[src/rtl/integer_writeback_pkg.sv]
// Shared encodings for the integer ALU result path: dout_select tags and
// flag-update mask bit positions, common to the ALU decoder and writeback.
package integer_writeback_pkg;

  typedef enum logic [1:0] {
    SEL_NONE   = 2'd0,
    SEL_ADDSUB = 2'd1,
    SEL_GRP2   = 2'd2,
    SEL_GRP3   = 2'd3
  } dout_sel_e;

  localparam int unsigned FLG_CF = 2;
  localparam int unsigned FLG_OF = 1;
  localparam int unsigned FLG_ZF = 0;

endpackage

[src/rtl/wb_fifo2.sv]
// Two-entry in-order write queue; entry 0 is always the head, entry 1 the
// younger entry when two are held. Both entries are visible for forwarding.
module wb_fifo2 #(
  parameter int unsigned WIDTH      = 16,
  parameter int unsigned ADDR_WIDTH = 4
) (
  input  logic                  clk,
  input  logic                  rst,
  input  logic                  push,
  input  logic [ADDR_WIDTH-1:0] push_addr,
  input  logic [WIDTH-1:0]      push_data,
  input  logic                  pop,
  output logic [1:0]            count,
  output logic [ADDR_WIDTH-1:0] head_addr,
  output logic [WIDTH-1:0]      head_data,
  output logic                  tail_valid,
  output logic [ADDR_WIDTH-1:0] tail_addr,
  output logic [WIDTH-1:0]      tail_data
);

  logic [1:0]            count_q, count_d;
  logic [ADDR_WIDTH-1:0] e0_addr_q, e0_addr_d, e1_addr_q, e1_addr_d;
  logic [WIDTH-1:0]      e0_data_q, e0_data_d, e1_data_q, e1_data_d;
  logic                  pop_ok;
  logic                  slot_hi;

  always_comb begin
    pop_ok    = pop && (count_q != 2'd0);
    // Slot is chosen after the pop shifts entry 1 down, so push+pop keeps order.
    slot_hi   = (count_q - 2'(pop_ok)) != 2'd0;
    count_d   = count_q + 2'(push) - 2'(pop_ok);
    e0_addr_d = e0_addr_q;
    e0_data_d = e0_data_q;
    e1_addr_d = e1_addr_q;
    e1_data_d = e1_data_q;
    if (pop_ok) begin
      e0_addr_d = e1_addr_q;
      e0_data_d = e1_data_q;
    end
    if (push) begin
      if (slot_hi) begin
        e1_addr_d = push_addr;
        e1_data_d = push_data;
      end else begin
        e0_addr_d = push_addr;
        e0_data_d = push_data;
      end
    end
  end

  always_ff @(posedge clk) begin
    if (rst) begin
      count_q   <= '0;
      e0_addr_q <= '0;
      e0_data_q <= '0;
      e1_addr_q <= '0;
      e1_data_q <= '0;
    end else begin
      count_q   <= count_d;
      e0_addr_q <= e0_addr_d;
      e0_data_q <= e0_data_d;
      e1_addr_q <= e1_addr_d;
      e1_data_q <= e1_data_d;
    end
  end

  assign count      = count_q;
  assign head_addr  = e0_addr_q;
  assign head_data  = e0_data_q;
  assign tail_valid = (count_q == 2'd2);
  assign tail_addr  = e1_addr_q;
  assign tail_data  = e1_data_q;

endmodule

[src/rtl/integer_writeback.sv]
// Integer ALU result retirement: S1 capture, result mux, 2-deep write queue,
// CF/OF/ZF register. Optional operand forwarding under `WB_BYPASS_EN.
module integer_writeback
  import integer_writeback_pkg::*;
#(
  parameter int unsigned WIDTH      = 16,
  parameter int unsigned ADDR_WIDTH = 4
) (
  input  logic                  CLK,
  input  logic                  RST,
  input  logic                  iop_valid,
  input  logic [ADDR_WIDTH-1:0] dst_addr,
  input  logic [2:0]            flags_upd,
  input  logic                  flag_cf,
  input  logic                  flag_of,
  input  logic                  flag_zf,
  input  logic [1:0]            dout_select,
  input  logic [WIDTH-1:0]      dout1,
  input  logic [WIDTH-1:0]      dout2,
  input  logic [WIDTH-1:0]      dout3,
  output logic                  busy,
  output logic                  wr_en,
  output logic [ADDR_WIDTH-1:0] wr_addr,
  output logic [WIDTH-1:0]      wr_data,
  input  logic                  wr_ready,
  output logic                  cf,
  output logic                  of,
  output logic                  zf,
  input  logic [ADDR_WIDTH-1:0] rd_addr,
  output logic                  byp_hit,
  output logic [WIDTH-1:0]      byp_data
);

  logic                  s1_valid_q, s1_valid_d;
  logic [ADDR_WIDTH-1:0] s1_addr_q, s1_addr_d;
  logic [2:0]            flags_q, flags_d;
  logic                  issue_ok;
  logic                  retire_push;
  logic [WIDTH-1:0]      result;
  logic [1:0]            fifo_count;
  logic                  tail_valid;
  logic [ADDR_WIDTH-1:0] tail_addr;
  logic [WIDTH-1:0]      tail_data;

  // Registers only, so wr_ready never reaches busy combinationally.
  assign busy     = ({1'b0, fifo_count} + {2'b00, s1_valid_q}) >= 3'd2;
  assign issue_ok = iop_valid & ~busy;

  always_comb begin
    result = '0;
    case (dout_select)
      SEL_ADDSUB: result = dout1;
      SEL_GRP2:   result = dout2;
      SEL_GRP3:   result = dout3;
      default:    result = '0;
    endcase
    retire_push = s1_valid_q & (dout_select != SEL_NONE);
  end

  always_comb begin
    s1_valid_d = issue_ok;
    s1_addr_d  = issue_ok ? dst_addr : s1_addr_q;
    flags_d    = flags_q;
    if (issue_ok) begin
      if (flags_upd[FLG_CF]) flags_d[FLG_CF] = flag_cf;
      if (flags_upd[FLG_OF]) flags_d[FLG_OF] = flag_of;
      if (flags_upd[FLG_ZF]) flags_d[FLG_ZF] = flag_zf;
    end
  end

  always_ff @(posedge CLK) begin
    if (RST) begin
      s1_valid_q <= 1'b0;
      s1_addr_q  <= '0;
      flags_q    <= '0;
    end else begin
      s1_valid_q <= s1_valid_d;
      s1_addr_q  <= s1_addr_d;
      flags_q    <= flags_d;
    end
  end

  assign cf    = flags_q[FLG_CF];
  assign of    = flags_q[FLG_OF];
  assign zf    = flags_q[FLG_ZF];
  assign wr_en = (fifo_count != 2'd0);

  wb_fifo2 #(
    .WIDTH      (WIDTH),
    .ADDR_WIDTH (ADDR_WIDTH)
  ) u_fifo (
    .clk        (CLK),
    .rst        (RST),
    .push       (retire_push),
    .push_addr  (s1_addr_q),
    .push_data  (result),
    .pop        (wr_en & wr_ready),
    .count      (fifo_count),
    .head_addr  (wr_addr),
    .head_data  (wr_data),
    .tail_valid (tail_valid),
    .tail_addr  (tail_addr),
    .tail_data  (tail_data)
  );

`ifdef WB_BYPASS_EN
  // Later assignments win: S1 overrides FIFO tail, which overrides head.
  always_comb begin
    byp_hit  = 1'b0;
    byp_data = '0;
    if (wr_en && (wr_addr == rd_addr)) begin
      byp_hit  = 1'b1;
      byp_data = wr_data;
    end
    if (tail_valid && (tail_addr == rd_addr)) begin
      byp_hit  = 1'b1;
      byp_data = tail_data;
    end
    if (retire_push && (s1_addr_q == rd_addr)) begin
      byp_hit  = 1'b1;
      byp_data = result;
    end
  end
`else
  logic byp_unused;
  assign byp_unused = ^{rd_addr, tail_valid, tail_addr, tail_data};
  assign byp_hit    = 1'b0;
  assign byp_data   = '0;
`endif

endmodule

[config.mk]
export PLATFORM = sky130hd
export DESIGN_NAME = integer_writeback
export DESIGN_NICKNAME = d
export VERILOG_FILES = /design/src/rtl/integer_writeback_pkg.sv /design/src/rtl/wb_fifo2.sv /design/src/rtl/integer_writeback.sv
export SDC_FILE = /design/constraint.sdc
export NUM_CORES = 1
export LEC_CHECK = 0
export ABC_CLOCK_PERIOD_IN_PS = 2320
export CORE_MARGIN = 1.5
export CORE_UTILIZATION = 45
export DETAILED_ROUTE_END_ITERATION = 10
export PLACE_DENSITY = 0.82
export SLEW_MARGIN = 15
export SYNTH_ARGS = -nofsm -noshare
export SYNTH_HDL_FRONTEND = slang
export SYNTH_HIERARCHICAL = 1
export SYNTH_SLANG_ARGS = --single-unit
[constraint.sdc]
create_clock -name CLK -period 2.32 [get_ports CLK]
set_input_delay 0.232 -clock CLK [delete_from_list [all_inputs] [get_ports CLK]]
set_output_delay 0.232 -clock CLK [all_outputs]
set_load 0.05 [all_outputs]
[Word-level counts from Yosys, hierarchy flattened]
Index checks and enable logic that the tools add are counted.
W data, S select, Z words.
Storage, ports and cells
  register bits: 50
  input bits: 68
  output and inout port bits: 42
  word-level logic and storage cells: 37
Cells by class
  add/subtract/negate cells: 4
  order comparisons: 1
  equality and inequality tests: 3
  muxes and demuxes: 7
  bitwise gates (word level): 4
  reductions and logical operators: 8
Operators by type and width (number)
  $mux W16: 3
  $pmux W16 S3: 1
  $mux W4: 3
  $reduce_and A2 Y1: 4
  $reduce_bool A2 Y1: 3
  $eq A2 B2 Y1 const B: 2
  $sub A2 B1 Y2: 2
  $add A2 B1 Y3: 1
  $and A1 B1 Y1: 3
  $ge A3 B2 Y1 const B: 1
  $add A2 B1 Y2: 1
  $eq A2 B1 Y1 const B: 1
  $logic_and A1 B1 Y1: 1
  $not A1 Y1: 1

[Depth between registers and ports, before layout]
  depth in word-level cells: 7
  mapped depth: 8
  depth with buffers taken out: 7

[By module]
Netlist, hierarchy kept.
By module, submodules not included
  wb_fifo2: times used 1, cells an instance 215, area an instance 2047.0 um^2, seq. area each 840.8 um^2
  integer_writeback: times used 1, cells an instance 98, area an instance 908.4 um^2, seq. area each 160.2 um^2

[Worst setup path before layout]
No wires, ideal clock.
  path kind: register -> register
  start: register u_fifo.count_q[0] (netlist: u_fifo/count[0])
  end: register u_fifo.count_q[1] (netlist: u_fifo/count[1])
  setup time: 0.070 ns
  arrival: 2.033 ns
  data required time: 2.250 ns
  setup slack: 0.217 ns
  cell stages (with the launch flop): 9
  buffers on the path: 1
  period minus slack after synthesis: 2.103 ns
  path through: dfxtp_1 -> or2_2 -> and2_1 -> nor2b_4 -> buf_2 -> a21o_1 -> ha_1 -> or3_1 -> a21oi_1
On the way
  word-level cells in the longest chain between the ends: 4
  elaborated cells between the ends (all ways): 5
  those cells by class: add/sub (2); bitwise (1); reduce/logical (2)
RTL lines
  from (decl): line wb_fifo2.sv:21  | logic [1:0] count_q, count_d;
  from (signal assigned): line wb_fifo2.sv:59  | count_q <= count_d;
  $reduce_bool A2 Y1 *: line integer_writeback.sv:86  | assign wr_en = (fifo_count != 2'd0);
  via wr_en: line integer_writeback.sv:22  | output logic wr_en,
  $and A1 B1 Y1: line integer_writeback.sv:97  | .pop (wr_en & wr_ready),
  $logic_and A1 B1 Y1 *: line wb_fifo2.sv:28  | pop_ok = pop && (count_q != 2'd0);
  $sub A2 B1 Y2 *: line wb_fifo2.sv:31  | count_d = count_q + 2'(push) - 2'(pop_ok);
The timed path passes the listed nets; every way through them passes the cells marked *.
A chain may end at the register's enable or synchronous reset.

[Worst setup path after layout]
  start: register u_fifo.count_q[0] (netlist: u_fifo/count[0])
  end: output busy
On the way
  word-level cells in the longest chain between the ends: 2
RTL lines
  $add A2 B1 Y3: line integer_writeback.sv:46  | assign busy = ({1'b0, fifo_count} + {2'b00, s1_valid_q}) >= 3'd2;
  $ge A3 B2 Y1: line integer_writeback.sv:46
  to (decl): line integer_writeback.sv:21  | output logic busy,
No other way between the ends.

==> impl_metrics.json <==
{
  "outcome": "finished, final reports clean",
  "ant_nets": 0,
  "avgSynthCellArea_um2": 9.44,
  "layout-drive-gt1-share_pct": 15.9,
  "core_um2": 6350,
  "max_freq_ghz": 0.465,
  "routed-via-count": 2458,
  "utilization_pct": 61.7,
  "fillCellCount": 556,
  "dr.pass1.iters": 4,
  "cp.arrival_ns": 1.92,
  "area_growth_pct": 32.5,
  "synth_top_cells_by_area": "dfxtp_1 34%, a311oi_2 10%, nand2b_1 8.7%, mux2i_1 6.8%, nand2_1 5.1%",
  "fin_crit_ns": 2.15,
  "ys_seq_area_share_pct": 33.9,
  "clock_skew_ns": 0.00950,
  "yosysWarningCount": 6,
  "htreeDepth": 2,
  "final_hold_viol_count": 0,
  "critPathKind": "flip-flop to primary output",
  "ys_top_cells_by_count": "50 x dfxtp_1, 41 x nand2b_1, 40 x nand2_1",
  "port_buffers": 88,
  "postCtsSetupRepairBufs": 0,
  "fp-row-count": 29,
  "cts_made_buffers": 5,
  "powerDensity_nw_per_um2": 531,
  "ys_types": 35,
  "hpwl_um": 5180,
  "crit_path_end_kind": "primary output",
  "cts_tree": "yes",
  "clock_sinks": 50,
  "crit_path_start_kind": "flip-flop",
  "grt_max_degree": 31,
  "place_congestion": 0.766,
  "synth.most_common_cell": "dfxtp_1",
  "drt_wl_total_um": 7260,
  "final_nets": 463,
  "maxSlewViolCount": 0,
  "synth_seq_cells": 50,
  "chipWidth_um": 84.0,
  "grt_pass1_wl_um": 11800,
  "synth_enable_flop_cells": 0,
  "drcViolationCount": 0,
  "clock_path_buffers": 2,
  "ir_drop_mv": 0.371,
  "drtIter0Drc": 136,
  "die-area_um2": 7060,
  "post-route-worst-setup-slack_ns": 0.170,
  "postCtsHoldBufs": 0,
  "synthCells": 313,
  "synth_flop_cell": "dfxtp_1",
  "wire_per_inst_um": 15.4,
  "worstMarginPinSlew_ns": 0.975,
  "grt_use_total_pct": 20.5,
  "die_h_um": 84.0,
  "fin_setup_tns_ns": 0,
  "root_buffer": "clkbuf_8",
  "io_pins": 110,
  "routed_via_density": 5.21,
  "n_antenna_cell": 0,
  "hold_class": "input port to flip-flop",
  "fin_crit_sh_pct": 92.7,
  "grt_pass1_vias": 2466,
  "drv_cap": 0,
  "pre_cts_ws_ns": 0.178,
  "synth.cell_area_um2": 2960,
  "clkTransAtPathRegs_ns": 0.09,
  "crit_fanout": 9,
  "setup_viol": 0,
  "initial_core_util_pct": 46.5,
  "leakage_nw": 1.43,
  "synthArstFlopShare_pct": 0,
  "antenna_found_initial": 0,
  "slew_headroom_pct": 35.0,
  "insertion_delay_ns": 0.29,
  "grt_overflow_total": 0,
  "postCtsResizedCells": 0,
  "synth_top_cell_by_area": "dfxtp_1",
  "netlist.area_leader.share_pct": 33.9,
  "required_ns": 2.09,
  "rsz0062_at_grt": "false"
}
[through the flow]
stage | instance area [µm²] | std cells | hold WS (ns) | total power [mW]
floorplan | 3020 | 329 | 0.380 | 1.38
global placement | 3820 | 464 | 0.457 | 1.57
finish | 3920 | 472 | 0.421 | 2.08
CTS | 3920 | 472 | 0.412 | 2.10
global route | 3920 | 472 | 0.417 | 2.18
detailed placement | 3820 | 464 | 0.467 | 1.58
[sequential cells by signal (all words and copies together) (netlist names)]
| name | flops |
|---|---|
| u_fifo/head_data | 16 |
| u_fifo/tail_data | 16 |
| s1_addr_q | 4 |
| u_fifo/head_addr | 4 |
| u_fifo/tail_addr | 4 |
| flags_q | 3 |
| u_fifo/count | 2 |
| s1_valid_q | 1 |
[path summary, 6_finish.rpt]
kind              cells after the start  slack [ns]                 start                   end
setup / recovery                      3        0.17       u_fifo/count[0]                  busy
hold / removal                        2        0.42                   RST            flags_q[1]
setup reg to reg                      7        0.29       u_fifo/count[1]  u_fifo/tail_data[10]
hold reg to reg                       2        0.48  u_fifo/tail_data[11]  u_fifo/tail_data[11]
[where the power goes]
group	internal, mW	leakage [nW]	total (mW)	switching, mW
Combinational	0.280	0.971	0.638	0.357
Clock	0.241	0.0482	0.517	0.276
Sequential	0.899	0.407	0.925	0.0265
Total	1.42	1.43	2.08	0.660
[critical path, cell delays in order, from the launching register on]
cell	delay, ns
dfxtp_1	0.49
a21oi_4	0.15
inv_2	0.16
clkdlybuf4s50_1	0.82
[layer usage]
| metal | share of wire, % | GRT usage (%) | vias to the layer above |
|---|---|---|---|
| met3 | 3.7 | 3.66 | 4 |
| met4 | 0.47 | 3.73 | 0 |
| met2 | 51 | 37.4 | 51 |
| met5 | 0 | 0 | - |
| li1 | - | - | 1229 |
| met1 | 45 | 25.2 | 1174 |
[final cells by class]
cell class	count	area [µm²]	area share [%]
clock inverters	1	5.00	0.128
inverters	6	22.5	0.575
repair buffers	101	1010	25.8
multi-input cells	230	1690	43.2
clock buffers	7	86.3	2.21
well taps	77	96.3	2.46
flip-flops and latches	50	1000	25.6
[cell usage in the layout (no fill, tap or decap), types with 2 or more instances in the layout]
| master | n |
|---|---|
| mux2_4 | 9 |
| buf_4 | 10 |
| nor2b_1 | 2 |
| conb_1 | 17 |
| a311oi_2 | 20 |
| o31ai_1 | 3 |
| nand4_1 | 3 |
| nor2b_4 | 2 |
| nor3_1 | 21 |
| mux2i_1 | 20 |
| nand2b_1 | 41 |
| nand3_1 | 4 |
| o21ai_0 | 5 |
| o21a_1 | 3 |
| a22o_1 | 16 |
| mux2_2 | 7 |
| clkdlybuf4s50_1 | 87 |
| a21oi_1 | 8 |
| inv_1 | 5 |
| nand2_1 | 40 |
| buf_12 | 3 |
| dfxtp_1 | 50 |
| clkbuf_8 | 6 |
[cell families (layout without fill, tap and decap cells)]
group | after synthesis | after routing | share of synthesized area [%]
and+or+nand+nor | 118 | 118 | 21.0
adders and majority gates | 1 | 1 | 0.423
AOI/OAI and AO/OA | 58 | 58 | 19.6
muxes | 36 | 36 | 14.0
buffers and inverters | 49 | 115 | 11.0
other | 1 | 17 | 0.127
DFF | 50 | 50 | 33.9
Power figures use the tool's default switching activity.
==> RTL change: new RTL, same settings <==
Build with the macro `WB_BYPASS_EN` defined.
--- a/src/rtl/integer_writeback.sv
+++ b/src/rtl/integer_writeback.sv
@@ -2,2 +2,4 @@
 // CF/OF/ZF register. Optional operand forwarding under `WB_BYPASS_EN.
+`define WB_BYPASS_EN
+
 module integer_writeback
Formal check against the unedited RTL: not equivalent (Yosys sat finds a counterexample within 4 cycles, from zero or initial values and one cycle with RST high).
==> RTL change against the original RTL <==
- power is 4.2% higher
- non-clock buffer count up 39
- wire length rose by 44%
- largest power group unchanged
- sequential cell count unchanged
- cell area is 29% higher
- setup slack worse by 0.083 ns
- global-route usage increased by 5.9 points
- area after synthesis up 9.4%
- clock power is 5.6% higher
- critical path depth increased by 4
- combinational power is 7.7% higher
==> RTL change: results (changes against the original RTL) <==
Run status
  – Outcome: completed

Drt
  – Initial drt markers: 208 (+53%)
  – Vias per inst: 5.67 (+8.9%)
  – TritonRoute pass-1 iters: 4 (unchanged)
  – WL/cell: 17.4 um (+13%)
  – Top sig layer: met4
  – Met3 WL post-DR: 805 um (+200%)
  – M1 wire length: 4.14 mm (+28%)
  – Met2 wire length: 5.17 mm (+39%)

GRT
  – First-pass GRT wire length: 16.0 mm (+37%)
  – Initial antenna violation count: 0 (unchanged)
  – Total GRT Usage: 0.264 (+0.0594)
  – Largest net degree at the start of global routing: 33 (+6.5%)
  – Vias in the first global route: 3385 (+37%)

Clock tree
  – CTS root buffer: clkbuf_8
  – H-tree Lvls: 2 (unchanged)
  – CTS Buffer Depth: 2 (unchanged)
  – Setup bufs post-CTS: 0 (unchanged)
  – Worst-Skew Late Latency: 0.31 ns (+0.02 ns)
  – Num CTS Buffers: 5 (unchanged)
  – Clock transition at path regs: 0.10 ns

Min path
  – Min-delay src: RST
  – Hold depth: 2 (unchanged)
  – Worst hold endpoint: flags_q[1]
  – Worst Hold Class: in -> reg

STA
  – Worst slew pin tran: 0.597 ns (-0.378 ns)
  – Final Skew: 0.00821 ns (-0.00128 ns)

Critical path
  – Crit-path slowest cell: a222oi_1
  – Reg2Reg Depth: 6 (-1)
  – Largest stage delay, worst path: 0.38 ns (-0.44 ns)
  – FF-to-FF End: u_fifo/head_data[10]
  – Reg2reg start: u_fifo/count[1]
  – CP arrival: 2.00 ns (+0.08 ns)
  – Max FO, Critical Path: 16 (+7)
  – FF-to-FF setup slack: 0.37 ns (+0.08 ns)

Placement
  – GP Congestion: 0.825 (+7.7%)
  – PortBufs: 109 (+24%)
  – Post-DP HPWL: 7.83 mm (+51%)
  – Dpl cell area: 4870 sq um (+27%)

Synthesis
  – Syn. warnings: 6 (unchanged)
  – Seq/Total Area, Yosys: 0.310 (-0.0291)
  – Mapped Nets: 457
  – Post-synthesis cell type count: 37 (+5.7%)
  – Synth cell count leaders: nand2_1, dfxtp_1, nand2b_1, mux2i_1, nor2_1
  – Asr flop ratio synth: 0 (unchanged)
  – Area contributors post-synth: dfxtp_1, a311oi_2, nand2b_1

Pwr
  – Max VDD drop: 0.409 mV (+10%)
  – Leakage power: 0.00178 uW (+25%)

Finish
  – Final net count: 571 (+23%)
  – Filler instances: 542 (-2.5%)
  – Antenna Cells: 0 (unchanged)
  – Ratio of cells with drive above 1 in the final layout: 0.237 (+0.0771)
## RTL change: kinds of logic (layout without fill, tap and decap cells)
logic type / count (synthesis) / in the layout / synth area share
mux: 39 / 39 / 0.127
compound gates: 66 / 66 / 0.195
xor+xnor: 9 / 9 / 0.0244
simple gates: 184 / 184 / 0.278
fa+ha+maj: 1 / 1 / 0.00387
buf+inv: 39 / 154 / 0.0619
flops: 50 / 50 / 0.310
## RTL change: layout make-up
cell class | count | area (sq um) | area share
flip-flops and latches | 50 | 1010 | 0.200
well taps | 96 | 120 | 0.0239
repair buffers | 140 | 1540 | 0.305
clock inverters | 2 | 12.5 | 0.00248
inverters | 6 | 22.5 | 0.00447
multi-input cells | 299 | 2250 | 0.447
clock buffers | 6 | 82.6 | 0.0164
## RTL change: metrics by stage
step | hold slack [ns] | instances | worst slack, ns
6_report | 0.402 | 599 | 0.0865
5_1_grt | 0.458 | 599 | -0.00208
4_1_cts | 0.396 | 599 | 0.00235
3_5_place_dp | 0.486 | 591 | -0.0343
3_3_place_gp | 0.473 | 591 | 0.0592
2_1_floorplan | 0.368 | 388 | -0.132
## RTL change: per-layer routing
layer  vias up  global-route usage
met4         0               0.110
met1      1607               0.306
li1       1592                   -
met3        37              0.0584
met5         -                   0
met2       162               0.468
## RTL change: worst max-delay path: cells and delay by family, from the launching register on
| kind | cells | cell delay (ns) |
|---|---|---|
| flip-flops | 1 | 0.36 |
| AO/OA/AOI/OAI | 2 | 0.62 |
| AND/OR/NAND/NOR | 2 | 0.34 |
| buffers and inverters | 3 | 0.38 |
## RTL change: how the worst max path moves through the flow
stage / cells past startpoint / slack [ns] / from / endpoint
floorplan: 6 / -0.13 / u_fifo/count[0] / byp_data[10]
global placement: 8 / 0.06 / rd_addr[0] / byp_data[15]
detailed placement: 8 / -0.03 / rd_addr[0] / byp_data[2]
CTS: 9 / 0.002 / rd_addr[1] / byp_data[6]
global route: 9 / -0.002 / rd_addr[2] / byp_data[3]
finish: 7 / 0.09 / u_fifo/tail_addr[1] / byp_data[3]
## RTL change: what timing repair did
| action | CTS | global route |
|---|---|---|
| cloned | 0 | 0 |
| pin swaps | 6 | 3 |
| resized for setup | 4 | 18 |
| hold buffers | 0 | 0 |
| endpoints found under the setup margin | 16 | 16 |
## RTL change: power by group
| group | total, uW | switching, uW | internal (uW) |
|---|---|---|---|
| registers | 936 | 37.6 | 898 |
| clock network | 546 | 306 | 241 |
| logic | 687 | 365 | 322 |
